==> config.mk <==
export PLATFORM = sky130hd
export DESIGN_NAME = temp_cool_request
export DESIGN_NICKNAME = d
export VERILOG_FILES = /design/src/rtl/temp_ctrl_pkg.sv /design/src/rtl/temp_avg_window.sv /design/src/rtl/temp_cool_request.sv
export SDC_FILE = /design/constraint.sdc
export NUM_CORES = 1
export LEC_CHECK = 0
export BUFFER_PORTS_ARGS = -buffer_cell sky130_fd_sc_hd__buf_2
export CORE_MARGIN = 5
export CORE_UTILIZATION = 45
export CTS_BUF_LIST = sky130_fd_sc_hd__clkbuf_4
export CTS_CLUSTER_SIZE = 24
export DETAILED_ROUTE_END_ITERATION = 7
export GPL_TIMING_DRIVEN = 0
export PLACE_DENSITY = 0.6
export SYNTH_ARGS = -nofsm -noshare
export SYNTH_HDL_FRONTEND = slang
export SYNTH_SLANG_ARGS = --single-unit
==> constraint.sdc <==
create_clock -name sync_clk -period 6.9 [get_ports sync_clk]
set_clock_uncertainty 0.15 [all_clocks]
set_input_delay 0.345 -clock sync_clk [delete_from_list [all_inputs] [get_ports sync_clk]]
set_output_delay 0.345 -clock sync_clk [all_outputs]
set_load 0.03 [all_outputs]
==> src/rtl/temp_ctrl_pkg.sv <==
// rtl/temp_ctrl_pkg.sv - shared types and constants for the cooling request path
//
// Purpose: FSM state type, default thresholds/hold/timeout, and the sensor
// fault codes (all-zeros and all-ones of the sample width).
// Ports: none (package).
package temp_ctrl_pkg;

  typedef enum logic [1:0] {
    ST_FILL  = 2'd0,
    ST_OFF   = 2'd1,
    ST_ON    = 2'd2,
    ST_FAULT = 2'd3
  } temp_state_t;

  localparam int unsigned DEF_T_HIGH   = 140;
  localparam int unsigned DEF_T_LOW    = 120;
  localparam int unsigned DEF_MIN_HOLD = 1000;
  localparam int unsigned DEF_TIMEOUT  = 100000;

  // Low fault code is all-zeros at any width.
  localparam logic [63:0] FAULT_CODE_LO = 64'd0;

  // High fault code: all-ones of a w-bit sample.
  function automatic logic [63:0] fault_code_hi(input int unsigned w);
    return (64'd1 << w) - 64'd1;
  endfunction

  function automatic logic is_fault_code(input logic [63:0] v, input int unsigned w);
    return (v == FAULT_CODE_LO) || (v == fault_code_hi(w));
  endfunction

endpackage

==> src/rtl/temp_avg_window.sv <==
// rtl/temp_avg_window.sv - moving-average window with running sum
//
// Purpose: keeps the last 2^AVG_LOG2 good samples and their running sum, and
// publishes the truncated average one cycle after each window update once the
// window is full.
// Ports:
//   clk, reset_n        clock, asynchronous active-low reset
//   shift_en            push sample_data into the window (oldest drops out)
//   load_en             clear the window and load sample_data as first entry
//   sample_data         sample to push/load
//   avg_temp            latest full-window average
//   avg_valid           one-cycle pulse when avg_temp updates
//   full                window holds 2^AVG_LOG2 samples
module temp_avg_window
  import temp_ctrl_pkg::*;
#(
  parameter int unsigned DATA_W   = 8,
  parameter int unsigned AVG_LOG2 = 2
) (
  input  logic              clk,
  input  logic              reset_n,
  input  logic              shift_en,
  input  logic              load_en,
  input  logic [DATA_W-1:0] sample_data,
  output logic [DATA_W-1:0] avg_temp,
  output logic              avg_valid,
  output logic              full
);

  localparam int unsigned DEPTH  = 1 << AVG_LOG2;
  localparam int unsigned SUM_W  = DATA_W + AVG_LOG2;
  localparam int unsigned FILL_W = $clog2(DEPTH + 1);

  logic [DATA_W-1:0] win_q [DEPTH];
  logic [SUM_W-1:0]  sum_q;
  logic [FILL_W-1:0] fill_q;
  logic              upd_q;

  assign full = (fill_q == FILL_W'(DEPTH));

  always_ff @(posedge clk or negedge reset_n) begin
    if (!reset_n) begin
      for (int i = 0; i < DEPTH; i++) win_q[i] <= '0;
      sum_q     <= '0;
      fill_q    <= '0;
      upd_q     <= 1'b0;
      avg_temp  <= '0;
      avg_valid <= 1'b0;
    end else begin
      // The average register trails the sum by one cycle.
      upd_q     <= shift_en | load_en;
      avg_valid <= upd_q & full;
      if (upd_q && full) avg_temp <= DATA_W'(sum_q >> AVG_LOG2);

      if (load_en) begin
        win_q[0] <= sample_data;
        for (int i = 1; i < DEPTH; i++) win_q[i] <= '0;
        sum_q  <= SUM_W'(sample_data);
        fill_q <= FILL_W'(1);
      end else if (shift_en) begin
        win_q[0] <= sample_data;
        for (int i = 1; i < DEPTH; i++) win_q[i] <= win_q[i-1];
        // Unfilled slots are zero, so subtracting the oldest is safe while filling.
        sum_q <= sum_q + SUM_W'(sample_data) - SUM_W'(win_q[DEPTH-1]);
        if (!full) fill_q <= fill_q + FILL_W'(1);
      end
    end
  end

endmodule

==> src/rtl/temp_cool_request.sv <==
// rtl/temp_cool_request.sv - temperature conditioning and cooling request
//
// Purpose: accepts raw temperature samples, averages them, and drives cool_req
// with hysteresis, minimum hold time between changes, and sensor-fault /
// timeout detection.
// Ports:
//   sync_clk, reset_n   clock, asynchronous active-low reset
//   sample_valid        sample present on sample_data
//   sample_data         raw temperature code
//   sample_ready        block can accept a sample (low only in reset)
//   avg_temp            latest window average
//   avg_valid           one-cycle pulse when avg_temp updates
//   cool_req            cooling request
//   fault               sensor fault active
module temp_cool_request
  import temp_ctrl_pkg::*;
#(
  parameter int unsigned       DATA_W   = 8,
  parameter int unsigned       AVG_LOG2 = 2,
  parameter logic [DATA_W-1:0] T_HIGH   = DATA_W'(DEF_T_HIGH),
  parameter logic [DATA_W-1:0] T_LOW    = DATA_W'(DEF_T_LOW),
  parameter int unsigned       MIN_HOLD = DEF_MIN_HOLD,
  parameter int unsigned       TIMEOUT  = DEF_TIMEOUT
) (
  input  logic              sync_clk,
  input  logic              reset_n,
  input  logic              sample_valid,
  input  logic [DATA_W-1:0] sample_data,
  output logic              sample_ready,
  output logic [DATA_W-1:0] avg_temp,
  output logic              avg_valid,
  output logic              cool_req,
  output logic              fault
);

  localparam int unsigned HOLD_W = $clog2(MIN_HOLD + 1);
  localparam int unsigned TO_W   = $clog2(TIMEOUT + 1);
  localparam logic [HOLD_W-1:0] HOLD_MAX = HOLD_W'(MIN_HOLD);
  localparam logic [TO_W-1:0]   TO_MAX   = TO_W'(TIMEOUT);

  temp_state_t       state_q, state_d;
  logic [HOLD_W-1:0] hold_q, hold_d;
  logic [TO_W-1:0]   to_q, to_d;

  logic accept;
  logic bad_sample;
  logic good_sample;
  logic win_shift;
  logic win_load;
  logic win_full;
  logic hold_done;
  logic to_expire;

  // Ready is simply "out of reset"; the block never back-pressures.
  assign sample_ready = reset_n;
  assign accept       = sample_valid & sample_ready;
  assign bad_sample   = accept & is_fault_code(64'(sample_data), DATA_W);
  assign good_sample  = accept & ~bad_sample;
  assign win_load     = good_sample & (state_q == ST_FAULT);
  assign win_shift    = good_sample & (state_q != ST_FAULT);
  assign hold_done    = (hold_q == HOLD_MAX);

  temp_avg_window #(
    .DATA_W   (DATA_W),
    .AVG_LOG2 (AVG_LOG2)
  ) u_window (
    .clk         (sync_clk),
    .reset_n     (reset_n),
    .shift_en    (win_shift),
    .load_en     (win_load),
    .sample_data (sample_data),
    .avg_temp    (avg_temp),
    .avg_valid   (avg_valid),
    .full        (win_full)
  );

  // An accept on the expiry edge clears the counter, so it never expires then.
  always_comb begin
    to_d = to_q;
    if (accept)              to_d = '0;
    else if (to_q != TO_MAX) to_d = to_q + TO_W'(1);
  end

  assign to_expire = ~accept & (to_d == TO_MAX);

  always_comb begin
    state_d = state_q;
    if (bad_sample || to_expire) begin
      state_d = ST_FAULT;
    end else begin
      case (state_q)
        ST_FILL:  if (win_full) state_d = ST_OFF;
        ST_OFF:   if ((avg_temp > T_HIGH) && hold_done) state_d = ST_ON;
        ST_ON:    if ((avg_temp < T_LOW) && hold_done) state_d = ST_OFF;
        ST_FAULT: if (good_sample) state_d = ST_FILL;
        default:  state_d = ST_FILL;
      endcase
    end
  end

  // Hold restarts on each cool_req edge; leaving FILL starts it expired so the
  // first decision after a (re)fill is not delayed.
  always_comb begin
    hold_d = hold_q;
    if ((state_d == ST_ON) != (state_q == ST_ON))
      hold_d = '0;
    else if ((state_q == ST_FILL) && (state_d != ST_FILL))
      hold_d = HOLD_MAX;
    else if (!hold_done)
      hold_d = hold_q + HOLD_W'(1);
  end

  always_ff @(posedge sync_clk or negedge reset_n) begin
    if (!reset_n) begin
      state_q <= ST_FILL;
      hold_q  <= '0;
      to_q    <= '0;
    end else begin
      state_q <= state_d;
      hold_q  <= hold_d;
      to_q    <= to_d;
    end
  end

  assign cool_req = (state_q == ST_ON);
  assign fault    = (state_q == ST_FAULT);

endmodule

Word-level counts from Yosys, hierarchy flattened
Index checks and enable logic that the tools add are counted.
W data, S select, Z words.

storage, ports and cells
  register bits = 84
  output and inout port bits = 12
  bits of input ports = 11

operators by class
  eq/ne operators = 13
  magnitude comparators = 2
  reduce and logical (&&, ||, !) cells = 11
  mux-type cells = 18
  add/sub/neg operators = 5
  bitwise gates (word level) = 10

operators by type and width
  kind                     count
  $mux W32                 2
  $mux W10                 5
  $mux W17                 2
  $add A17 B1 Y17 const B  1
  $eq A17 B17 Y1 const B   1
  $ne A17 B17 Y1 const B   1
  $add A10 B1 Y10 const B  1
  $add A10 B8 Y10          1
  $eq A10 B10 Y1 const B   1
  $mux W2                  5
  $sub A10 B8 Y10          1
  $mux W3                  3
  $eq A8 B8 Y1 const B     1
  $gt A8 B8 Y1 const B     1
  $logic_not A8 Y1         1
  $lt A8 B7 Y1 const B     1
  $pmux W2 S4              1
  $and A1 B1 Y1            7
  $eq A2 B2 Y1 const B     3
  $logic_and A1 B1 Y1      4
  $reduce_bool A2 Y1       2
  $add A3 B1 Y3 const B    1
  $eq A3 B3 Y1 const B     1
  $ne A3 B1 Y1 const B     1
  9 further kinds          11

Logic depth before layout (Yosys ltp)
  word-level depth = 12
  depth in mapped cells = 13

Hierarchy
From an unflattened synthesis, not the netlist that was laid out.

second synthesis, totals
  cell total of the unflattened synthesis = 495
  area total of the unflattened synthesis = 4,798.4 um2

by module, submodules not included
  module             area each (um2)  times used  cells each
  temp_avg_window    2,844.0          1           281
  temp_cool_request  1,954.4          1           214

Least setup slack after synthesis
OpenSTA, ideal clock, no wires.

  path type = reg2reg
  start = register to_q[0]
  end = register hold_q[2]
  period minus slack after synthesis = 3,091 ps
  setup time = 95 ps
  arrival time = 2,846 ps
  slack = 3,809 ps
  cell stages (with the launch flop) = 10
  cells stage by stage = dfrtp_1 -> inv_1 -> ha_1 -> or4b_1 -> nor4_4 -> mux2i_1 -> nand4b_1 -> nor4_4 -> o31ai_1 -> nor4b_2

on the way
  word-level cells in the longest chain between the ends = 11
  elaborated cells between the ends (all ways) = 15

RTL lines
  element                                               line                      text
  start: declaration                                    temp_cool_request.sv:43   logic [TO_W-1:0] to_q, to_d;
  start signal: assignment                              temp_cool_request.sv:121  to_q <= to_d;
  $add A17 B1 Y17 or $ne A17 B17 Y1 (tied branches)     temp_cool_request.sv:81   else if (to_q != TO_MAX) to_d = to_q + TO_W'(1);
  $mux W17 *                                            temp_cool_request.sv:81
  $mux W17 *                                            temp_cool_request.sv:80   if (accept) to_d = '0;
  $eq A17 B17 Y1 *                                      temp_cool_request.sv:84   assign to_expire = ~accept & (to_d == TO_MAX);
  $and A1 B1 Y1 *                                       temp_cool_request.sv:84
  $logic_or A1 B1 Y1 *                                  temp_cool_request.sv:88   if (bad_sample || to_expire) begin
  $mux W2 *                                             temp_cool_request.sv:88
  branches (longest 4 deep; another with $ne A3 B1 Y1)  --
  end signal: assignment                                temp_cool_request.sv:120  hold_q <= hold_d;
  end: declaration                                      temp_cool_request.sv:42   logic [HOLD_W-1:0] hold_q, hold_d;

Every way passes the cells marked *.
A chain may end at the register's enable or synchronous reset.

Worst setup path after layout
  start = register to_q[1]
  end = register hold_q[2]

Same word-level chain as after synthesis.

==> results.cfg <==
[die]
core_area_mm2 = 0.0103
start_util_pct = 46.1
dieArea_mm2 = 0.0127
io_pins = 23
rows = 37
die_x_um = 113
dieHeight_um = 113

[power_and_ir_drop]
p_sw_uw = 793
pwr-share-clk_pct = 15.9
comb_power_share_pct = 44.8
vdd_ir_drop_max_uv = 198
internal-power_mw = 1.11
finalPower_mw = 1.90
p_leak_nw = 2.47
swShare_pct = 41.6
seqPwrFrac_pct = 39.3
pwr_density_cell_mw_per_mm2 = 364

[routing]
drt_iter0_drc = 231
wl_per_cell_um = 15.8
vias = 3796
firstDrtPassIters = 4
routed_wl_um = 11100
antenna_left = 0
drc = 0
drt-vias-per-instance = 5.39

[timing]
rsz0062_at_grt = false
clock.fmax_mhz = 254
max_slew_margin_pct = 18.8
holdWs_ps = 29.3
tightest_slew_ps = 1210
maxSlewViolCount = 0
setup_slack_ps = 2970
setup_tns_ps = 0
fin_crit_ps = 3930
setup_viol = 0
post-route-period-util_pct = 57.0
hold_violations = 0

[clocking]
numClockSinks = 84
post_cts_resized = 0
cts_made_buffers = 9
cts_tree = done
clkTransAtPathRegs_ps = 160
clk_latency_ps = 460
cts-root-buf = clkbuf_4
clock_path_buffers = 2
htree_levels = 3

[placed_design]
gp_congestion = 0.818
dp.cells = 686
pre_cts_slack_ps = 3030
dpl_cell_area_mm2 = 0.00507
port_buffers = 22
hpwl_um = 8100

[setup_path]
slowest_delay_ps = 1010
cp.required_ps = 7120
ff2ff_setup_slack_ps = 2970
crit_slowest_cell = o31ai_1
r2r.worst_path.cells = 8
cp.arrival_ps = 4160
cp-start-kind = register
critPathMaxFanout = 10
r2r-end = hold_q[2]
rr_startpoint = to_q[1]
endpoint_kind = register
crit_path_start = to_q[1]
cp_cell_sequence = ha_1 -> nand2_1 -> nor4_1 -> mux2_2 -> o211ai_1 -> nor4_4 -> o31ai_1 -> nor4b_2
crit_path_end = hold_q[2]
critPathKind = reg2reg

[finish]
final_cells = 704
fillers = 1002
design_area_mm2 = 0.00523
fin_util_pct = 50.7
drive_gt1_share_pct = 10.7
num-nets-final = 598
area_delta_synth_final_pct = 9.88
diodes = 0

[synthesis]
syn_inst = 527
synthArstFlopShare_pct = 100
synth_cell_types = 59
synth.avg_cell_area_um2 = 9.03
synth_area_mm2 = 0.00476
yosys_warnings = 0
syn-num-nets = 562
synth-edff-count = 0
ys.flop_type = dfrtp_1
synth-seq-cells = 84
ys_seq_area_share_pct = 44.2

[global_routing]
grt_max_degree = 49
grt_usage_pct = 18.5
overflow = 0
grt_pass1_wl_um = 18900
antenna_found_initial = 0
grt_pass1_vias = 3753

[run]
cap_violations = 0

[run_status]
status = complete, no violations

[min_path]
hold_start = sample_data[4]
hold_path.class = in2reg
worst min-delay path by stage:
| stage | endpoint | depth (start not counted) | slack [ps] |
|---|---|---|---|
| detailed placement | to_q[7] | 1 | 220 |
| global placement | u_window.win_q[8] | 2 | 300 |
| floorplan | hold_q[0] | 0 | -100 |
| CTS | u_window.sum_q[4] | 3 | 7 |
| finish | u_window.sum_q[4] | 3 | 30 |
| global route | u_window.sum_q[6] | 3 | 20 |
synthesized netlist by cell type, types with 4 or more instances:
| cell | instances | area, um^2 |
|---|---|---|
| a21oi_1 | 24 | 120 |
| a31oi_1 | 5 | 31.3 |
| and2_1 | 5 | 31.3 |
| and3_1 | 5 | 31.3 |
| buf_1 | 5 | 18.8 |
| buf_2 | 5 | 25.0 |
| clkbuf_1 | 13 | 48.8 |
| dfrtp_1 | 84 | 2100 |
| fa_1 | 8 | 160 |
| ha_1 | 16 | 200 |
| inv_1 | 48 | 180 |
| mux2i_1 | 4 | 40.0 |
| nand2_1 | 91 | 342 |
| nand2b_1 | 5 | 31.3 |
| nand3_1 | 37 | 185 |
| nand4_1 | 7 | 43.8 |
| nor2_1 | 35 | 131 |
| nor3_1 | 6 | 30.0 |
| nor3b_1 | 4 | 30.0 |
| nor4_1 | 7 | 43.8 |
| o211ai_1 | 5 | 37.5 |
| o21ai_0 | 27 | 135 |
| or3_1 | 4 | 25.0 |
| xnor2_1 | 17 | 149 |
| xor2_1 | 9 | 78.8 |
cell usage in the layout, fill, tap and decap left out, types with 7 or more instances in the layout:
cell and instances:
nand2_1 91, dfrtp_1 84, inv_1 48, nand3_1 37, nor2_1 35, o21ai_0 27
buf_2 26, a21oi_1 24, xnor2_1 17, ha_1 16, clkbuf_1 13, xor2_1 9
clkbuf_4 9, fa_1 8, nand4_1 7, nor4_1 7
logic make-up after synthesis:
kind of cell    share of synthesized area, %
flops                                   44.2
fa+ha+maj                               7.57
simple gates                            24.4
compound gates                          11.3
xor+xnor                                4.78
buf+inv                                 6.28
mux                                     1.55
metal layers:
metal	vias up	global-route usage (%)	share of wire, %
met5	-	0	0
met4	0	5.61	1.4
met3	13	3.16	4.3
met2	76	28.5	47
met1	1844	26.8	47
li1	1863	-	-
layout make-up:
class / instances / area (um^2) / share of cell area [%]
inverters: 48 / 180 / 3.44
clock inverters: 7 / 72.6 / 1.39
repair buffers: 25 / 160 / 3.06
clock buffers: 9 / 67.6 / 1.29
multi-input cells: 369 / 2360 / 45.1
flip-flops and latches: 84 / 2100 / 40.2
well taps: 136 / 170 / 3.25
plain buffers: 26 / 119 / 2.27
sequential cells by signal, summed over array words and instances, names as in the netlist:
signal              count
u_window.win_q         32
u_window.avg_valid      1
hold_q                 10
u_window.avg_temp       8
u_window.sum_q         10
u_window.fill_q         3
state_q                 2
u_window.upd_q          1
to_q                   17
power by group through the flow:
stage	sequential (mW)	clock [mW]	combinational, mW
2_1_floorplan	0.768	0	0.632
3_3_place_gp	0.755	0	0.828
5_1_grt	0.770	0.333	0.981
4_1_cts	0.749	0.313	0.861
6_report	0.749	0.303	0.853
3_5_place_dp	0.760	0	0.855
worst max-delay path, delay by kind of cell, from the launching register on:
| family | cells | cell delay (ps) |
|---|---|---|
| simple gates | 4 | 1300 |
| flops | 1 | 490 |
| compound gates | 2 | 1170 |
| fa+ha+maj | 1 | 310 |
| mux | 1 | 420 |
what timing repair did:
item / CTS / global route
hold buffers: 2 / 0
endpoints found under the hold margin: 40 / 0
buffers inserted: 0 / 0
(Power assumes the default switching activity.)
